--- src/rtl/hub_router_pkg.sv ---
// Shared types and helpers for the hub message router: destination decode
// and classification of the FPGA-ID field carried in every message.
package hub_router_pkg;

    localparam int unsigned BROADCAST_ID = 0;

    // Upper bounds for the generic helpers below; router parameters must fit.
    localparam int unsigned MSG_MAX_W = 512;
    localparam int unsigned ID_MAX_W  = 8;

    typedef logic [ID_MAX_W-1:0] fpga_id_t;

    typedef enum logic [1:0] {
        DEST_BCAST   = 2'd0,
        DEST_UNICAST = 2'd1,
        DEST_INVALID = 2'd2
    } dest_kind_e;

    // FPGA-ID field: the top id_w bits of a msg_w-bit message.
    function automatic fpga_id_t dest_of(input logic [MSG_MAX_W-1:0] msg,
                                         input int unsigned         msg_w,
                                         input int unsigned         id_w);
        fpga_id_t mask;
        mask = fpga_id_t'((32'd1 << id_w) - 32'd1);
        return fpga_id_t'(msg >> (msg_w - id_w)) & mask;
    endfunction

    // Leaf port p carries FPGA ID p+1.
    function automatic fpga_id_t port_of(input fpga_id_t id);
        return id - fpga_id_t'(1);
    endfunction

    function automatic dest_kind_e classify(input fpga_id_t    id,
                                            input int unsigned leaf_count);
        if (id == fpga_id_t'(BROADCAST_ID))
            return DEST_BCAST;
        else if (32'(id) <= leaf_count)
            return DEST_UNICAST;
        else
            return DEST_INVALID;
    endfunction

endpackage

--- src/rtl/hub_output_queue.sv ---
// One per-destination FIFO. Push is ignored when full (the arbiter never
// grants into a full queue); pop happens whenever the head is valid and the
// leaf is ready. Storage has no reset: count governs validity.
module hub_output_queue #(
    parameter int unsigned WIDTH = 32,
    parameter int unsigned DEPTH = 4
) (
    input  logic                         clk,
    input  logic                         reset,
    input  logic                         push,
    input  logic [WIDTH-1:0]             push_data,
    input  logic                         pop_ready,
    output logic [WIDTH-1:0]             head_data,
    output logic [$clog2(DEPTH+1)-1:0]   count,
    output logic                         full,
    output logic                         empty
);

    localparam int unsigned CNT_W = $clog2(DEPTH + 1);
    localparam int unsigned PTR_W = $clog2(DEPTH);

    logic [WIDTH-1:0] mem_q [DEPTH];
    logic [WIDTH-1:0] mem_d [DEPTH];
    logic [PTR_W-1:0] wr_ptr_q, wr_ptr_d;
    logic [PTR_W-1:0] rd_ptr_q, rd_ptr_d;
    logic [CNT_W-1:0] count_q, count_d;
    logic             do_push, do_pop;

    assign empty     = (count_q == '0);
    assign full      = (count_q == CNT_W'(DEPTH));
    assign count     = count_q;
    assign head_data = mem_q[rd_ptr_q];
    assign do_push   = push & ~full;
    assign do_pop    = pop_ready & ~empty;

    // Next storage, pointers and occupancy; push and pop may coincide.
    always_comb begin
        mem_d    = mem_q;
        wr_ptr_d = wr_ptr_q;
        rd_ptr_d = rd_ptr_q;
        count_d  = count_q;
        if (do_push) begin
            mem_d[wr_ptr_q] = push_data;
            wr_ptr_d        = wr_ptr_q + PTR_W'(1);
        end
        if (do_pop)
            rd_ptr_d = rd_ptr_q + PTR_W'(1);
        count_d = count_q + CNT_W'(do_push) - CNT_W'(do_pop);
    end

    // Control state, cleared asynchronously so a reset drops all entries.
    always_ff @(posedge clk or negedge reset) begin
        if (!reset) begin
            wr_ptr_q <= '0;
            rd_ptr_q <= '0;
            count_q  <= '0;
        end else begin
            wr_ptr_q <= wr_ptr_d;
            rd_ptr_q <= rd_ptr_d;
            count_q  <= count_d;
        end
    end

    // Message storage.
    always_ff @(posedge clk) begin
        mem_q <= mem_d;
    end

endmodule

--- src/rtl/hub_message_router.sv ---
// Hub-side message router: decodes each leaf's destination, grants one
// eligible leaf per cycle round-robin, fans broadcasts out to every other
// leaf's queue, and counts (then drops) messages with an unknown destination.
module hub_message_router
    import hub_router_pkg::*;
#(
    parameter int unsigned LEAF_COUNT     = 2,
    parameter int unsigned HUB_FIFO_WIDTH = 32,
    parameter int unsigned FPGAID_WIDTH   = 2,
    parameter int unsigned FIFO_DEPTH     = 4
) (
    input  logic                                 clk,
    input  logic                                 reset,
    input  logic [HUB_FIFO_WIDTH*LEAF_COUNT-1:0] leaf_out_data,
    input  logic [LEAF_COUNT-1:0]                leaf_out_valid,
    output logic [LEAF_COUNT-1:0]                leaf_out_ready,
    output logic [HUB_FIFO_WIDTH*LEAF_COUNT-1:0] leaf_in_data,
    output logic [LEAF_COUNT-1:0]                leaf_in_valid,
    input  logic [LEAF_COUNT-1:0]                leaf_in_ready,
    output logic                                 has_message_flying,
    output logic [7:0]                           error_count
);

    localparam int unsigned RR_W  = (LEAF_COUNT > 1) ? $clog2(LEAF_COUNT) : 1;
    localparam int unsigned CNT_W = $clog2(FIFO_DEPTH + 1);

    logic [LEAF_COUNT-1:0][HUB_FIFO_WIDTH-1:0] src_msg;
    fpga_id_t                                  src_dest [LEAF_COUNT];
    dest_kind_e                                src_kind [LEAF_COUNT];

    logic [LEAF_COUNT-1:0]             elig;
    logic                              blocked;
    logic                              grant_vld;
    logic [RR_W-1:0]                   grant_idx;
    int unsigned                       arb_idx;
    logic [RR_W-1:0]                   rr_ptr_q, rr_ptr_d;
    logic [7:0]                        error_count_q, error_count_d;

    logic [LEAF_COUNT-1:0]             q_push;
    logic [HUB_FIFO_WIDTH-1:0]         push_data;
    logic [LEAF_COUNT-1:0]             q_full;
    logic [LEAF_COUNT-1:0]             q_empty;
    logic [LEAF_COUNT-1:0][CNT_W-1:0]  q_count;

    // Split the flat input bus and classify each leaf's destination.
    always_comb begin
        for (int unsigned i = 0; i < LEAF_COUNT; i++) begin
            src_msg[i]  = leaf_out_data[i*HUB_FIFO_WIDTH +: HUB_FIFO_WIDTH];
            src_dest[i] = dest_of(MSG_MAX_W'(src_msg[i]), HUB_FIFO_WIDTH, FPGAID_WIDTH);
            src_kind[i] = classify(src_dest[i], LEAF_COUNT);
        end
    end

    // A leaf is eligible when every queue it would write has room; full is
    // the pre-pop state, so a full queue blocks even while it drains.
    always_comb begin
        elig    = '0;
        blocked = 1'b0;
        for (int unsigned i = 0; i < LEAF_COUNT; i++) begin
            blocked = 1'b0;
            for (int unsigned j = 0; j < LEAF_COUNT; j++) begin
                case (src_kind[i])
                    DEST_UNICAST: if (32'(port_of(src_dest[i])) == j) blocked = blocked | q_full[j];
                    DEST_BCAST:   if (j != i) blocked = blocked | q_full[j];
                    default:      ;
                endcase
            end
            elig[i] = leaf_out_valid[i] & ~blocked;
        end
    end

    // Round-robin pick starting at rr_ptr; no grant at all while in reset.
    always_comb begin
        grant_vld = 1'b0;
        grant_idx = '0;
        arb_idx   = 0;
        for (int unsigned k = 0; k < LEAF_COUNT; k++) begin
            arb_idx = (32'(rr_ptr_q) + k) % LEAF_COUNT;
            if (!grant_vld && elig[arb_idx]) begin
                grant_vld = 1'b1;
                grant_idx = RR_W'(arb_idx);
            end
        end
        grant_vld      = grant_vld & reset;
        leaf_out_ready = '0;
        if (grant_vld)
            leaf_out_ready[grant_idx] = 1'b1;
        rr_ptr_d = rr_ptr_q;
        if (grant_vld)
            rr_ptr_d = (grant_idx == RR_W'(LEAF_COUNT - 1)) ? '0 : grant_idx + RR_W'(1);
    end

    // Route the granted message: one queue, all-but-sender, or the error counter.
    always_comb begin
        push_data     = src_msg[grant_idx];
        q_push        = '0;
        error_count_d = error_count_q;
        if (grant_vld) begin
            case (src_kind[grant_idx])
                DEST_UNICAST:
                    for (int unsigned j = 0; j < LEAF_COUNT; j++)
                        q_push[j] = (32'(port_of(src_dest[grant_idx])) == j);
                DEST_BCAST:
                    for (int unsigned j = 0; j < LEAF_COUNT; j++)
                        q_push[j] = (RR_W'(j) != grant_idx);
                default:
                    if (error_count_q != 8'hFF)
                        error_count_d = error_count_q + 8'd1;
            endcase
        end
    end

    // Arbiter pointer and saturating drop counter.
    always_ff @(posedge clk or negedge reset) begin
        if (!reset) begin
            rr_ptr_q      <= '0;
            error_count_q <= '0;
        end else begin
            rr_ptr_q      <= rr_ptr_d;
            error_count_q <= error_count_d;
        end
    end

    for (genvar p = 0; p < LEAF_COUNT; p++) begin : g_queue
        hub_output_queue #(
            .WIDTH (HUB_FIFO_WIDTH),
            .DEPTH (FIFO_DEPTH)
        ) u_queue (
            .clk       (clk),
            .reset     (reset),
            .push      (q_push[p]),
            .push_data (push_data),
            .pop_ready (leaf_in_ready[p]),
            .head_data (leaf_in_data[p*HUB_FIFO_WIDTH +: HUB_FIFO_WIDTH]),
            .count     (q_count[p]),
            .full      (q_full[p]),
            .empty     (q_empty[p])
        );
        assign leaf_in_valid[p] = (q_count[p] != '0);
    end

    assign has_message_flying = (~&q_empty) | (|leaf_out_valid);
    assign error_count        = error_count_q;

endmodule

--- config.mk ---
export PLATFORM = sky130hd
export DESIGN_NAME = hub_message_router
export DESIGN_NICKNAME = d
export VERILOG_FILES = /design/src/rtl/hub_router_pkg.sv /design/src/rtl/hub_output_queue.sv /design/src/rtl/hub_message_router.sv
export SDC_FILE = /design/constraint.sdc
export NUM_CORES = 1
export LEC_CHECK = 0
export BUFFER_PORTS_ARGS = -buffer_cell sky130_fd_sc_hd__buf_4
export CAP_MARGIN = 20
export CORE_UTILIZATION = 30
export DETAILED_ROUTE_END_ITERATION = 8
export HOLD_SLACK_MARGIN = 0.05
export MAX_ROUTING_LAYER = met4
export PLACE_DENSITY = 0.49
export SYNTH_ARGS = -nofsm -noshare
export SYNTH_HDL_FRONTEND = slang
export SYNTH_SLANG_ARGS = --single-unit
--- constraint.sdc ---
create_clock -name clk -period 8.57 [get_ports clk]
set_clock_uncertainty 0.15 [all_clocks]
set_input_delay 1.2855 -clock clk [delete_from_list [all_inputs] [get_ports clk]]
set_output_delay 1.2855 -clock clk [all_outputs]
set_load 0.02 [all_outputs]
==> results.md <==
* Synth unique cells at 37
* Leak at 4.820 nW
* Synthesized area at 0.01109 mm²
* Post-placement cell area at 0.01273 mm²
* Largest family of logic cells by synthesized area: multiplexers
* Worst-margin pin slew at 0.9793 ns
* Mux cell area share after synthesis at 0.1666
* First-pass GRT wire length at 36020 µm
* Crit path DAT at 3.54 ns
* Mapped Cells at 516
* CP Buf/Inv Count at 4
* Initial core utilization at 0.3035
* Worst reg2reg setup slack at 4.59 ns
* CTS Buf Count at 29
* Largest net degree at the start of global routing at 34
* CP Max Fanout at 28
* Synth Warn # at 0
* R2r startpoint: g_queue[0].u_queue.count[1]$_DFF_PN0_
* Syn Nets at 609
* Total gr overflow at 0
* Inst Count DP at 1113
* Post-route cell area at 0.01373 mm²
* Xor and xnor area share after synthesis at 0.01343
* Clk Latency, worst-skew pair at 0.54 ns
* Compound-Gate Fraction of Synth Area at 0.008916
* Core area at 0.03652 mm²
* CTS root buf: clkbuf_16
* Adder-cell area share of the yosys netlist at 0.02731
* CP Cell Sequence: buf_4, inv_1, ha_1, a21oi_1, nor3_1, o311ai_4, buf_4, nor2_1, buf_4
* CP startpoint: leaf_out_data[30]
* Total Routing Usage GR at 0.1302
* Max Freq at 0.2011 GHz
* FF+latch count, synth at 279
* Hold path start: g_queue[1].u_queue.rd_ptr_q[0]$_DFFE_PN0P_
* Req. time, crit path at 7.13 ns
* Detailed Route WL at 23640 µm
* CP most frequent cell: buf_4
* Dpl hpwl at 14970 µm
* Final worst slack at 3.597 ns
* Power, Total at 4.476 mW
* Worst Setup End Kind: primary output
* Setup TNS at 0 ns
* Post-route minimum period at 4.973 ns
* Worst hold path class: reg2reg
* CP delay by family, top: buffers and inverters
* Die Wd at 194.2 µm
* Outcome: finished clean
* Row cnt at 70
* Hold_buf cts at 0
* Antenna Violating Nets Remaining at 0
* Vias at 5417
* CTS clk-pin slew, worst paths at 0.06 ns
* Pre-antenna DRT Iters at 4
* Slowest library cell on the worst path: o311ai_4
* RSZ-0062 raised after global routing: no
* Io pins at 147
* Fin nets at 769
* Postcts setup bufs at 0
* Drt via density at 4.642
* Drt initial violations at 258
* Dpl ws at 3.157 ns
* Initial antenna violation count at 0
* CP peak stage delay at 0.67 ns
* CP startpoint kind: primary input
* Final hold vios at 0
* Slew Limit Fails at 0
* Sequential-to-total area share from yosys stat at 0.7454
* # port buffers at 146
* Gpl congestion at 0.7838
* Clock sinks at 279
* Syn_area_per_cell at 21.48 µm²
* Number of diodes at 0
* Vias in the first global route at 5896
* Post-synthesis simple-gate area fraction at 0.02449
* Synth-to-Final Area Change at 23.85%
* Final cell count without fillers at 1167
* Average wire per standard cell at 20.25 µm
* PD cells at 326.0 mW/mm²
* DRC viols at 0
* Period utilization at 0.5803
* Clk buf depth at 3
* Die H at 194.2 µm
* Final setup fails at 0
* Layout cells sized above 1 at 0.4392
* Critical path type: in2out
* CTS-repair resized insts at 0
* Total die area at 0.03773 mm²
* CTS tree: built
* VDD IR-drop max at 145.0 µV
* Htree depth at 1
* Max-slew headroom at 0.3471
* Max-Cap Viols at 0
## synthesized netlist by cell type (all sizes together)
master  count  area, µm²
nand3       3      15.01
a21oi       4      20.02
o31ai       1      7.510
or3         4      25.02
fa          2      40.04
mux4       64       1441
clkbuf     10      37.54
xor2        9      78.83
nor3        4      20.02
a21o        1      7.510
nor4b       2      17.52
mux2i       3      30.03
ha         21      262.8
and2       10      62.56
o311ai      1      16.27
nor2b       1      6.260
nor3b       3      38.79
a41o        1      10.01
nand2      10      37.54
o21ai       4      20.02
buf        10      48.79
mux2       33      375.4
inv        18      67.56
or4         1      7.510
o32a        1      10.01
edfxtp    256       7687
nor4        2      12.51
nor2        3      11.26
xnor2       8      70.07
dfrtp      23      575.6
o21a        1      7.510
or3b        2      17.52
## kinds of logic (layout without fill, tap and decap cells)
kind of cell             count (synthesis)  count (layout)
buffers and inverters                   38             221
AND/OR/NAND/NOR                         45              45
flip-flops                             279             279
AO/OA/AOI/OAI                           14              14
adder cells (fa/ha/maj)                 23              23
XOR/XNOR                                17              17
multiplexers                           100             100
## layer usage
layer,wire length (µm),track usage
met5,0,-
met4,459,0.03175
met3,1058,0.02209
met2,11770,0.2170
met1,10350,0.1655
## sequential cells by signal, summed over array words and instances, names as in the netlist
register / count
rr_ptr_q: 1
g_queue.u_queue.mem_q: 256
g_queue.u_queue.rd_ptr_q: 4
g_queue.u_queue.wr_ptr_q: 4
error_count: 8
g_queue.u_queue.count: 6
## worst paths after layout
check,endpoint,depth (start not counted)
max in group asynchronous,g_queue[0].u_queue.rd_ptr_q[1]$_DFFE_PN0P_,1
min in group asynchronous,g_queue[1].u_queue.count[2]$_DFF_PN0_,1
min,g_queue[1].u_queue.rd_ptr_q[0]$_DFFE_PN0P_,1
min reg2reg,g_queue[1].u_queue.rd_ptr_q[0]$_DFFE_PN0P_,1
max,leaf_out_ready[1],9
max reg2reg,g_queue[1].u_queue.mem_q[55]$_DFFE_PP_,7
## layout make-up
type	instances	area, µm²
sequential	279	8268
clock inverter	23	267.8
inverter	18	67.56
tap	468	585.6
multi-input combinational	199	2689
clock buffer	31	733.2
fill	3345	22790
timing repair buffer	149	1119
## cells in the final DEF (no fill, tap or decap), types with 2 or more instances in the layout
cell         n
mux4_2      64
or3_1        4
clkbuf_16   29
mux2_2      32
nor4_1       2
nand3_1      3
clkinv_1     6
o21ai_0      4
dfrtp_2      4
a21oi_1      4
dfrtp_1     19
or3b_1       2
nand2_1     10
edfxtp_1   256
buf_4      149
clkinv_2     8
nor4b_1      2
nor3_1       4
fa_1         2
and2_1       2
xor2_1       9
clkbuf_1     2
mux2i_1      3
xnor2_1      8
ha_1        21
bufinv_16    6
and2_2       8
nor2_1       3
inv_1       18
## stage by stage
stage / util / hold slack [ns]
floorplan: - / 0.3015
global placement: 0.3485 / 0.3176
detailed placement: 0.3485 / 0.3152
CTS: 0.3759 / 0.3272
global route: 0.3759 / 0.3457
finish: 0.3759 / 0.3260
## report_power, final
part           internal, mW  total, mW  switching, mW
clock network         0.798       1.31          0.513
logic                 0.638       1.35          0.712
registers              1.66       1.81          0.151
No activity file was read; power rests on OpenSTA's default activity.
